<file path="src/rtl/fifo_wr_arbiter_pkg.sv">
// Shared FIFO definitions: arbiter state encoding, FIFO sizing constants and
// the FIFO controller state encodings used by the other FIFO blocks.
package fifo_pkg;

  localparam int DEPTH = 8;
  localparam int CNT_W = 4;

  typedef enum logic [1:0] {
    IDLE  = 2'd0,
    GNT0  = 2'd1,
    GNT1  = 2'd2,
    STALL = 2'd3
  } arb_state_t;

  typedef enum logic [2:0] {
    INIT     = 3'd0,
    WRITE    = 3'd1,
    READ     = 3'd2,
    WR_ERROR = 3'd3,
    RD_ERROR = 3'd4
  } fifo_state_t;

endpackage

</file>
<file path="src/rtl/fifo_wr_arbiter_if.sv">
// Producer/consumer handshake bundle between the producers, the write arbiter
// and the FIFO write side.
interface fifo_wr_arbiter_if #(
  parameter int DATA_W = 32,
  parameter int CNT_W  = 4
) ();

  logic              req0;
  logic [DATA_W-1:0] din0;
  logic              ack0;
  logic              req1;
  logic [DATA_W-1:0] din1;
  logic              ack1;
  logic              rd_done;
  logic              wr_en;
  logic [DATA_W-1:0] wr_data;
  logic [CNT_W-1:0]  credits;
  logic              stall;
  logic              rd_err;

  modport slave (
    input  req0, din0, req1, din1, rd_done,
    output ack0, ack1, wr_en, wr_data, credits, stall, rd_err
  );

  modport master (
    output req0, din0, req1, din1, rd_done,
    input  ack0, ack1, wr_en, wr_data, credits, stall, rd_err
  );

endinterface

</file>
<file path="src/rtl/fifo_credit_cnt.sv">
// Free-slot counter for the FIFO: +1 per completed read, -1 per write grant,
// saturating at 0 and DEPTH; a read report while already full flags rd_err.
module fifo_credit_cnt #(
  parameter int DEPTH = 8,
  parameter int CNT_W = 4
) (
  input  logic             clk,
  input  logic             reset,
  input  logic             flush,
  input  logic             dec,
  input  logic             inc,
  output logic [CNT_W-1:0] credits,
  output logic             zero,
  output logic             rd_err
);

  localparam logic [CNT_W-1:0] FULL = CNT_W'(DEPTH);
  localparam logic [CNT_W-1:0] ONE  = CNT_W'(1);

  logic [CNT_W-1:0] r_credits;
  logic             r_rd_err;
  logic             w_full;
  logic             w_zero;
  logic             w_inc_ok;
  logic             w_dec_ok;

  assign w_full   = (r_credits == FULL);
  assign w_zero   = (r_credits == '0);
  assign w_inc_ok = inc & ~w_full;
  assign w_dec_ok = dec & ~w_zero;

  always_ff @(posedge clk) begin
    if (reset || flush) begin
      r_credits <= FULL;
      r_rd_err  <= 1'b0;
    end else begin
      r_rd_err <= inc & w_full;
      // simultaneous grant and read return leave the count unchanged
      case ({w_inc_ok, w_dec_ok})
        2'b10:   r_credits <= r_credits + ONE;
        2'b01:   r_credits <= r_credits - ONE;
        default: r_credits <= r_credits;
      endcase
    end
  end

  assign credits = r_credits;
  assign zero    = w_zero;
  assign rd_err  = r_rd_err;

endmodule

</file>
<file path="src/rtl/fifo_wr_arbiter.sv">
// Two-port round-robin write arbiter in front of one FIFO: at most one write
// every two cycles, never issuing a write without a free slot.
module fifo_wr_arbiter
  import fifo_pkg::*;
#(
  parameter int DATA_W = 32,
  parameter int DEPTH  = fifo_pkg::DEPTH,
  parameter int CNT_W  = fifo_pkg::CNT_W
) (
  input  logic              clk,
  input  logic              reset,
  input  logic              flush,
  fifo_wr_arbiter_if.slave  bus
);

  arb_state_t        r_state;
  arb_state_t        w_state_next;
  logic              r_rr;
  logic              w_rr_next;
  logic              w_grant0;
  logic              w_grant1;
  logic              w_grant;
  logic              w_any_req;
  logic              w_zero;
  logic              r_wr_en;
  logic              r_ack0;
  logic              r_ack1;
  logic              r_stall;
  logic [DATA_W-1:0] r_wr_data;
  logic [CNT_W-1:0]  w_credits;
  logic              w_rd_err;

  assign w_any_req = bus.req0 | bus.req1;
  assign w_grant   = w_grant0 | w_grant1;

  fifo_credit_cnt #(
    .DEPTH (DEPTH),
    .CNT_W (CNT_W)
  ) u_credit_cnt (
    .clk     (clk),
    .reset   (reset),
    .flush   (flush),
    .dec     (w_grant),
    .inc     (bus.rd_done),
    .credits (w_credits),
    .zero    (w_zero),
    .rd_err  (w_rd_err)
  );

  always_comb begin
    w_state_next = r_state;
    w_rr_next    = r_rr;
    w_grant0     = 1'b0;
    w_grant1     = 1'b0;
    case (r_state)
      IDLE: begin
        if (w_any_req) begin
          if (w_zero) begin
            w_state_next = STALL;
          end else if (bus.req0 && (!bus.req1 || !r_rr)) begin
            w_grant0     = 1'b1;
            w_state_next = GNT0;
            w_rr_next    = 1'b1;
          end else begin
            w_grant1     = 1'b1;
            w_state_next = GNT1;
            w_rr_next    = 1'b0;
          end
        end
      end
      // requests are ignored here so the acked producer's stale req cannot re-win
      GNT0, GNT1: w_state_next = IDLE;
      STALL: begin
        if (!w_zero || !w_any_req) begin
          w_state_next = IDLE;
        end
      end
      default: w_state_next = IDLE;
    endcase
  end

  always_ff @(posedge clk) begin
    if (reset || flush) begin
      r_state   <= IDLE;
      r_rr      <= 1'b0;
      r_wr_en   <= 1'b0;
      r_ack0    <= 1'b0;
      r_ack1    <= 1'b0;
      r_stall   <= 1'b0;
      r_wr_data <= '0;
    end else begin
      r_state <= w_state_next;
      r_rr    <= w_rr_next;
      r_wr_en <= w_grant;
      r_ack0  <= w_grant0;
      r_ack1  <= w_grant1;
      r_stall <= (w_state_next == STALL);
      if (w_grant0) begin
        r_wr_data <= bus.din0;
      end else if (w_grant1) begin
        r_wr_data <= bus.din1;
      end
    end
  end

  assign bus.wr_en   = r_wr_en;
  assign bus.wr_data = r_wr_data;
  assign bus.ack0    = r_ack0;
  assign bus.ack1    = r_ack1;
  assign bus.stall   = r_stall;
  assign bus.credits = w_credits;
  assign bus.rd_err  = w_rd_err;

endmodule

</file>
<file path="src/flat_wrapper.sv">
// flat-port wrapper written by rule: the top's interface ports become plain ports
module fifo_wr_arbiter_flat import fifo_pkg::*;
#(
  parameter int DATA_W = 32,
  parameter int DEPTH  = fifo_pkg::DEPTH,
  parameter int CNT_W  = fifo_pkg::CNT_W
)
  (clk, reset, flush, bus_req0, bus_din0, bus_req1, bus_din1, bus_rd_done, bus_ack0, bus_ack1, bus_wr_en, bus_wr_data, bus_credits, bus_stall, bus_rd_err);
  fifo_wr_arbiter_if #(.DATA_W(DATA_W), .CNT_W(CNT_W)) bus_i ();
  input  logic clk;
  input  logic reset;
  input  logic flush;
  input wire logic [$bits(bus_i.req0)-1:0] bus_req0;
  input wire logic [$bits(bus_i.din0)-1:0] bus_din0;
  input wire logic [$bits(bus_i.req1)-1:0] bus_req1;
  input wire logic [$bits(bus_i.din1)-1:0] bus_din1;
  input wire logic [$bits(bus_i.rd_done)-1:0] bus_rd_done;
  output wire logic [$bits(bus_i.ack0)-1:0] bus_ack0;
  output wire logic [$bits(bus_i.ack1)-1:0] bus_ack1;
  output wire logic [$bits(bus_i.wr_en)-1:0] bus_wr_en;
  output wire logic [$bits(bus_i.wr_data)-1:0] bus_wr_data;
  output wire logic [$bits(bus_i.credits)-1:0] bus_credits;
  output wire logic [$bits(bus_i.stall)-1:0] bus_stall;
  output wire logic [$bits(bus_i.rd_err)-1:0] bus_rd_err;
  assign bus_i.req0 = bus_req0;
  assign bus_i.din0 = bus_din0;
  assign bus_i.req1 = bus_req1;
  assign bus_i.din1 = bus_din1;
  assign bus_i.rd_done = bus_rd_done;
  assign bus_ack0 = bus_i.ack0;
  assign bus_ack1 = bus_i.ack1;
  assign bus_wr_en = bus_i.wr_en;
  assign bus_wr_data = bus_i.wr_data;
  assign bus_credits = bus_i.credits;
  assign bus_stall = bus_i.stall;
  assign bus_rd_err = bus_i.rd_err;
  fifo_wr_arbiter #(.DATA_W(DATA_W), .DEPTH(DEPTH), .CNT_W(CNT_W)) u_core (.clk(clk), .reset(reset), .flush(flush), .bus(bus_i));
endmodule
</file>
<file path="config.mk">
export PLATFORM = sky130hd
export DESIGN_NAME = fifo_wr_arbiter_flat
export DESIGN_NICKNAME = d
export VERILOG_FILES = /design/src/rtl/fifo_wr_arbiter_pkg.sv /design/src/rtl/fifo_wr_arbiter_if.sv /design/src/rtl/fifo_credit_cnt.sv /design/src/rtl/fifo_wr_arbiter.sv /design/src/flat_wrapper.sv
export SDC_FILE = /design/constraint.sdc
export NUM_CORES = 1
export LEC_CHECK = 0
export CORE_MARGIN = 2
export CORE_UTILIZATION = 60
export CTS_CLUSTER_SIZE = 30
export DETAILED_ROUTE_END_ITERATION = 8
export DONT_BUFFER_PORTS = 1
export PLACE_DENSITY = 0.76
export RECOVER_POWER = 100
export SYNTH_ARGS = -nofsm -noshare
export SYNTH_HDL_FRONTEND = slang
export SYNTH_SLANG_ARGS = --single-unit
</file>
<file path="constraint.sdc">
create_clock -name clk -period 3.1 [get_ports clk]
set_input_delay 0.62 -clock clk [delete_from_list [all_inputs] [get_ports clk]]
set_output_delay 0.62 -clock clk [all_outputs]
set_load 0.01 [all_outputs]
</file>
# ---- After elaboration in Yosys (flattened, before gate mapping)
# Cells that the tools add are included.
dict set report word_totals {
  inputBits 70
  out_inout_bits 41
  reg_bits 44
  wordCells 55
}
dict set report op_classes {
  n_reduce_logical 14
  mux 16
  bitwise 7
  eq_ne 7
  add_sub_neg 2
}
# cell n
set ops {}
lappend ops {{two-way mux 32 bit} 2}
lappend ops {{equality test 2 bit, second input constant} 4}
lappend ops {{two-way mux 1 bit} 8}
lappend ops {{two-way mux 2 bit} 4}
lappend ops {{one-hot mux 4 bit (2 select lines)} 1}
lappend ops {{one-hot mux 2 bit (3 select lines)} 1}
lappend ops {{adder 4 x 1 -> 4 bit, second input constant} 1}
lappend ops {{equality test 2 x 1 -> 1 bit, second input constant} 2}
lappend ops {{equality test 4 bit, second input constant} 1}
lappend ops {{logical NOT 1 bit} 4}
lappend ops {{logical NOT 4 bit} 1}
lappend ops {{nonzero test 2 bit} 2}
lappend ops {{subtractor 4 x 1 -> 4 bit, second input constant} 1}
lappend ops {{AND 1 bit} 3}
lappend ops {{logical OR 1 bit} 3}
lappend ops {{AND reduction 3 bit} 1}
lappend ops {{logical NOT 2 bit} 1}
lappend ops {{NOT 1 bit} 2}
lappend ops {{OR 1 bit} 2}
lappend ops {{OR reduction 2 bit} 1}
lappend ops {{logical AND 1 bit} 1}

# ---- Depth between registers and ports, before layout
# Gate-level depths: netlist of run 1.
dict set report logic_depth {
  depth_word 11
  mapped_depth 12
}

# ---- Cells and area by module
# From an unflattened synthesis of run 1, not the netlist that was laid out.
dict set report hier_totals {
  cells_unflattened 220
  area_unflattened_um2 2057.0
}
# mod instances seq_area_each_um2 cells_each area_per_inst_um2
set by_module_without_submodules {}
lappend by_module_without_submodules {fifo_wr_arbiter 1 780.7 184 1750.4}
lappend by_module_without_submodules {fifo_credit_cnt 1 100.1 36 306.5}

# ---- Worst setup path before layout of run 1
# Ideal clock, no wire load.
dict set report synth_timing {
  path_type {register -> register}
  from {register u_core.u_credit_cnt.r_credits[3] (netlist: u_core.u_credit_cnt.credits[3])}
  to {register u_core.u_credit_cnt.r_credits[3] (netlist: u_core.u_credit_cnt.credits[3])}
  slack_ns 0.503
  arrival_time_ns 2.471
  path_buffers 2
  path_stages_with_launch 12
  path_cell_list {dfxtp_1 or4_1 buf_2 o211ai_4 inv_4 buf_2 ha_1 ha_1 a21oi_1 a211o_1 nand3_1 nand3b_1}
}
dict set report synth_via {
  elab_chain_cells 8
  elab_cells_between_ends 19
  classes_between {add/sub (2); eq/ne (3); mux (7); bitwise (5); reduce/logical (2)}
}
# item line_no
set synth_rtl {}
lappend synth_rtl {{start, declared} fifo_credit_cnt.sv:20} ;# logic [CNT_W-1:0] r_credits;
lappend synth_rtl {{start signal, assigned} fifo_credit_cnt.sv:40} ;# 2'b10: r_credits <= r_credits + ONE;
lappend synth_rtl {{start signal, assigned} fifo_credit_cnt.sv:41} ;# 2'b01: r_credits <= r_credits - ONE;
lappend synth_rtl {{start signal, assigned} fifo_credit_cnt.sv:42} ;# default: r_credits <= r_credits;
lappend synth_rtl {{logical NOT 4 bit} fifo_credit_cnt.sv:28} ;# assign w_zero = (r_credits == '0);
lappend synth_rtl {{two-way mux 1 bit} fifo_wr_arbiter.sv:58} ;# if (w_zero) begin
lappend synth_rtl {{two-way mux 1 bit} fifo_wr_arbiter.sv:57} ;# if (w_any_req) begin
lappend synth_rtl {{two-way mux 1 bit} fifo_wr_arbiter.sv:55} ;# case (r_state)
lappend synth_rtl {{OR 1 bit} fifo_wr_arbiter.sv:34} ;# assign w_grant = w_grant0 | w_grant1;
lappend synth_rtl {{AND 1 bit} fifo_credit_cnt.sv:30} ;# assign w_dec_ok = dec & ~w_zero;
lappend synth_rtl {{equality test 2 x 1 -> 1 bit / equality test 2 bit (equally long branches)} fifo_credit_cnt.sv:39} ;# case ({w_inc_ok, w_dec_ok})
lappend synth_rtl {{one-hot mux 4 bit (2 select lines) / nonzero test 2 bit (equally long branches)} n/a}
# Parallel ways exist; a longest one is shown, timed or not.
# A chain may end at the register's enable or synchronous reset.

# ---- Worst setup path in the final report of run 1
# Same ends and word-level chain as after synthesis.

==> metrics.txt, run 1 <==
outcome=finished with violations; failing checks=capacitance limit, slew limit; top cells by area, synth=dfxtp_1 (45%), a21oi_1 (15%), o21ai_0 (7.4%); Initial Util=0.640; Vias/cell=5.98; pwr dens=768 nW/um^2; Post-CTS Resized=0; Post-CTS Setup Bufs=0; Root Buffer=clkbuf_4; RSZ-0062 raised after global routing=no; VDD IR max=0.000380 V; Setup violations, final=0; initial antenna violation count=0; min-delay src=bus_rd_done; later-pin clock latency in the skew report=0.34 ns; GRT Total Usage=0.241; share of post-route cells with drive strength above 1=0.0633; initial DRC count=78; largest net degree at the start of global routing=36; part of the cycle the worst path needs=0.916; Synth area leader=dfxtp_1; pre-CTS setup slack=0.325 ns; Post-Route WL=4620 um; CTS Hold Bufs=0; filler cell count=297; Cells after DPL=273; critical path class=reg -> reg; cell with the most instances after synthesis=a21oi_1; hold worst-path end=u_core.u_credit_cnt.rd_err; Die Ht=61.3 um; number of library cell types mapped by synthesis=29; setup TNS=0 ns; drt drc=0; CTS Buf Count=5; number of global-route vias before repair=1512; Hold/Removal Path Class=in -> reg; CP arrival=3.01 ns; htree depth=2; worst rel slew slack=-0.0582; Yosys top cell area share=0.447; CP top delay family=simple AND/OR/NAND/NOR gates; Syn Nets=318; Max Cap Viol=1; Worst R2R Path Depth=9; crit path max-delay cell type=or4_1; crit-path max FO=33; final worst setup slack=0.261 ns; mean area per synthesized cell=8.07 um^2; worst reg2reg path startpoint=u_core.u_credit_cnt.credits[3]; DRT Pass-1 Iters=4; Clk pin slew, worst setup/hold paths=0.12 ns; largest stage delay on the critical path=0.71 ns; Tmin final=2.84 ns; Yosys reg bits=44; Setup Skew=0.00825 ns; Hold Crit Depth=2; I/O Buffers=0; dpl hpwl=3180 um; diodes inserted=0; CTS tree=yes; Clock Sinks=44; most common library cells after synthesis=a21oi_1 (58), dfxtp_1 (44), nand2_1 (38); Post-synth EDFFs=0; Area growth, synth to finish=0.699%; Post-synth ARST share=0; die area=3760 um^2; clk buf depth=2; Layout Cells excl Fill=281; Buf+Inv Stages, Crit Path=1; first-pass GRT wire length=6670 um; WL/cell=16.4 um; row count=20; Primary FF master, synth=dfxtp_1; sequential cell area fraction in the yosys report=0.447; Fmax=352 MHz; CP Launch Type=register; CP required=3.28 ns; GRT overflow=0; Mapped Area=1970 um^2; Ys Warns=0; Worst setup EP type=register; crit-path cells=or4_1, o211ai_4, inv_4, ha_1, ha_1, nand3_1, a211o_1, nand3_1, nand3b_1; DR vias=1681; die width=61.3 um; Lkg Pwr=0.765 nW; Routed Antenna Nets=0; reg2reg end=u_core.u_credit_cnt.credits[3]; Top Ports=111; # nets final=310; Core Box Area=3080 um^2; Final Hold Fails=0; reg2reg setup slack=0.26 ns; Levels on crit path=9; Worst-Margin Slew=1.58 ns; Slew Viols, Final=34; Mapped Cells=244; GPL Wtd Cong=0.717
==> cells by family after synthesis <==
group                    share of synthesized area
AO/OA/AOI/OAI                                0.300
AND/OR/NAND/NOR                              0.145
flip-flops                                   0.447
buffers and inverters                       0.0692
adder cells (fa/ha/maj)                     0.0292
XOR/XNOR                                   0.00890
==> per-stage QoR <==
step	power, W	instance area, um^2	utilization	hold WS [ns]
CTS	0.00155	2030	0.658	0.364
detailed placement	0.00116	1930	0.627	0.472
global route	0.00161	1980	0.644	0.351
finish	0.00152	1980	0.644	0.373
floorplan	0.00110	1970	-	0.452
global placement	0.00113	1930	0.627	0.468
==> power by group <==
| group | internal [W] | switching (W) |
|---|---|---|
| registers | 0.000629 | 0.0000805 |
| logic | 0.000146 | 0.000276 |
| clock network | 0.000214 | 0.000176 |
==> cell usage in the layout, fill, tap and decap left out, types with 2 or more instances in the layout <==
master	Yosys	routed
a21oi_1	58	67
o21ai_0	29	29
a21oi_2	11	2
nor3_1	3	3
clkbuf_8	0	2
ha_1	3	3
clkbuf_4	0	5
nand3_1	4	4
o21ai_1	3	3
nand3b_1	2	2
nand2_1	38	38
dfxtp_1	44	44
inv_1	3	3
xor2_1	2	2
nor2_1	14	14
==> worst max-delay path by stage <==
stage,slack [ns],end,start
6_report,0.26,u_core.u_credit_cnt.credits[3],u_core.u_credit_cnt.credits[3]
2_1_floorplan,0.50,u_core.u_credit_cnt.credits[3],u_core.u_credit_cnt.credits[3]
5_1_grt,0.11,u_core.u_credit_cnt.credits[3],u_core.u_credit_cnt.credits[3]
3_3_place_gp,0.46,u_core.u_credit_cnt.credits[3],u_core.u_credit_cnt.credits[3]
4_1_cts,0.30,u_core.u_credit_cnt.credits[3],u_core.u_credit_cnt.credits[3]
3_5_place_dp,0.32,u_core.u_credit_cnt.credits[3],u_core.u_credit_cnt.credits[3]
==> sequential cells by signal, indices dropped and copies added, names as in the netlist <==
register / count
u_core.bus.wr_en: 1
u_core.u_credit_cnt.credits: 4
u_core.bus.wr_data: 32
u_core.u_credit_cnt.rd_err: 1
u_core.r_rr: 1
u_core.r_state: 2
u_core.bus.stall: 1
u_core.bus.ack1: 1
u_core.bus.ack0: 1
==> metal layers <==
metal	global-route usage	up-vias	wire (um)
met5	0	-	0
met4	0.0807	0	53
met3	0.0861	8	455
met2	0.424	82	2330
met1	0.268	764	1770
li1	-	827	-
==> final cells by class <==
class,count,area [um^2],area share
inverters,4,17.5,0.00883
repair buffers,3,16.3,0.00820
clock inverters,1,30.0,0.0151
flip-flops and latches,44,881,0.444
well taps,44,55.1,0.0278
clock buffers,7,65.1,0.0328
multi-input cells,178,918,0.463
No activity file was read; power rests on OpenSTA's default activity.
==> inputs of run 2 (changes only) <==
--- a/config.mk
+++ b/config.mk
@@ -6,11 +6,10 @@
 export NUM_CORES = 1
 export LEC_CHECK = 0
 export CORE_MARGIN = 2
-export CORE_UTILIZATION = 60
+export CORE_UTILIZATION = 35
 export CTS_CLUSTER_SIZE = 30
 export DETAILED_ROUTE_END_ITERATION = 8
 export DONT_BUFFER_PORTS = 1
-export PLACE_DENSITY = 0.76
 export RECOVER_POWER = 100
 export SYNTH_ARGS = -nofsm -noshare
 export SYNTH_HDL_FRONTEND = slang
==> constraint.sdc (replaced) <==
create_clock -name clk -period 3.1 [get_ports clk]
set_input_delay 0.465 -clock clk [delete_from_list [all_inputs] [get_ports clk]]
set_output_delay 0.465 -clock clk [all_outputs]
set_load 0.01 [all_outputs]
==> metrics.txt, run 2 (same netlist as run 1, synthesis figures left out) <==
Vias/cell=5.50; Die Ht=79.0 um; worst hold slack=0.270 ns; die area=6240 um^2; outcome=complete, no violations; Root Buffer=clkbuf_8; die width=79.0 um; hold worst-path end=u_core.u_credit_cnt.rd_err; critical path class=reg -> reg; Initial Util=0.360; Worst-Margin Slew=0.752 ns; Top Ports=111; largest net degree at the start of global routing=36; min-delay src=bus_rd_done; later-pin clock latency in the skew report=0.30 ns; share of post-route cells with drive strength above 1=0.0669; clk buf depth=2; Core Box Area=5470 um^2; drt drc=0; Setup Skew=0.00627 ns; Final Hold Fails=0; GPL Wtd Cong=0.757; met3 routed WL=370 um; GRT Total Usage=0.152; crit-path max FO=33; Hold Crit Depth=2; Worst setup EP type=register; htree depth=2; CTS tree=yes; row count=27; worst rel slew slack=0.499; pwr dens=780 nW/um^2; Clock Sinks=44; RSZ-0062 raised after global routing=no; most common cell after layout, fill and taps aside=a21oi_1; reg2reg end=u_core.u_credit_cnt.credits[3]; Layout Cells excl Fill=311; CTS Hold Bufs=0; Finished Core Util=0.376; WL/cell=15.9 um; Post-Route WL=4940 um; Worst R2R Path Depth=9; Tmin final=2.81 ns; Post-CTS Setup Bufs=0; max FFs per register=32; Hold/Removal Path Class=in -> reg; CP Launch Type=register; Lkg Pwr=0.791 nW; CP required=3.34 ns; part of the cycle the worst path needs=0.906; initial DRC count=108; CTS Buf Count=5; VDD IR max=0.000233 V; DRT Pass-1 Iters=4; Setup violations, final=0; diodes inserted=0; dpl hpwl=3270 um; Pwr Total=0.00160 W; I/O Buffers=0; initial antenna violation count=0; number of global-route vias before repair=1503; Clk pin slew, worst setup/hold paths=0.09 ns; Cells after DPL=303; met2 wire length=2380 um; Area growth, synth to finish=4.45%; Fmax=356 MHz; DR vias=1710; commonest non-fill, non-tap cells in the layout=a21oi_1 (69), dfxtp_1 (44), nand2_1 (38); setup TNS=0 ns; GRT overflow=0; Routed Antenna Nets=0; reg2reg setup slack=0.29 ns; Post-CTS Resized=0; first-pass GRT wire length=7490 um; Slew Viols, Final=0; worst reg2reg path startpoint=u_core.u_credit_cnt.credits[3]; CP arrival=3.05 ns; WL met1=2110 um; top routing layer in use=met4; # nets final=312; Max Cap Viol=0
==> run 2: changes by cell type in the layout (fill, tap and decap cells not counted), sizes merged <==
cell and change:
buf +3, clkbuf -2, clkinv +1
==> run 2: metal layers <==
metal / global-route usage / vias up
li1: - / 835
met1: 0.191 / 803
met2: 0.250 / 65
met3: 0.0375 / 7
met4: 0.0586 / 0
met5: 0 / -
==> run 2: final cells by class <==
cell class | count | area, um^2
clock buffers | 6 | 82.6
clock inverters | 2 | 38.8
fillers | 603 | 3420
inverters | 4 | 17.5
multi-input cells | 178 | 900
flip-flops and latches | 44 | 881
well taps | 72 | 90.1
repair buffers | 5 | 47.5
==> run 2: where the power goes <==
group / internal (W) / switching [W]
sequential: 0.000629 / 0.0000783
combinational: 0.000151 / 0.000274
clock: 0.000264 / 0.000209
total: 0.00104 / 0.000561
==> run 2: worst max path at each step <==
stage	start	end
after global routing	u_core.u_credit_cnt.credits[3]	u_core.u_credit_cnt.credits[3]
final	u_core.u_credit_cnt.credits[3]	u_core.u_credit_cnt.credits[3]
after floorplan	u_core.u_credit_cnt.credits[3]	u_core.u_credit_cnt.credits[3]
after detailed placement	u_core.u_credit_cnt.credits[3]	u_core.u_credit_cnt.credits[3]
after global placement	u_core.u_credit_cnt.credits[3]	u_core.u_credit_cnt.credits[3]
after CTS	u_core.u_credit_cnt.credits[3]	u_core.u_credit_cnt.credits[3]
==> run 2: worst max-delay path: stages (launching register included) <==
cell      delay (ns)
dfxtp_1         0.38
or4_1           0.66
o211ai_1        0.23
inv_4           0.20
ha_1            0.31
ha_1            0.34
a21oi_1         0.09
a211o_1         0.31
a21oi_1         0.11
nand3b_1        0.11
==> run 2: through the flow <==
stage | worst slack [ns] | cell area (um^2)
after floorplan | 0.503 | 1970
after global placement | 0.434 | 1990
after detailed placement | 0.373 | 1990
after CTS | 0.362 | 2110
after global routing | 0.157 | 2060
final | 0.290 | 2060
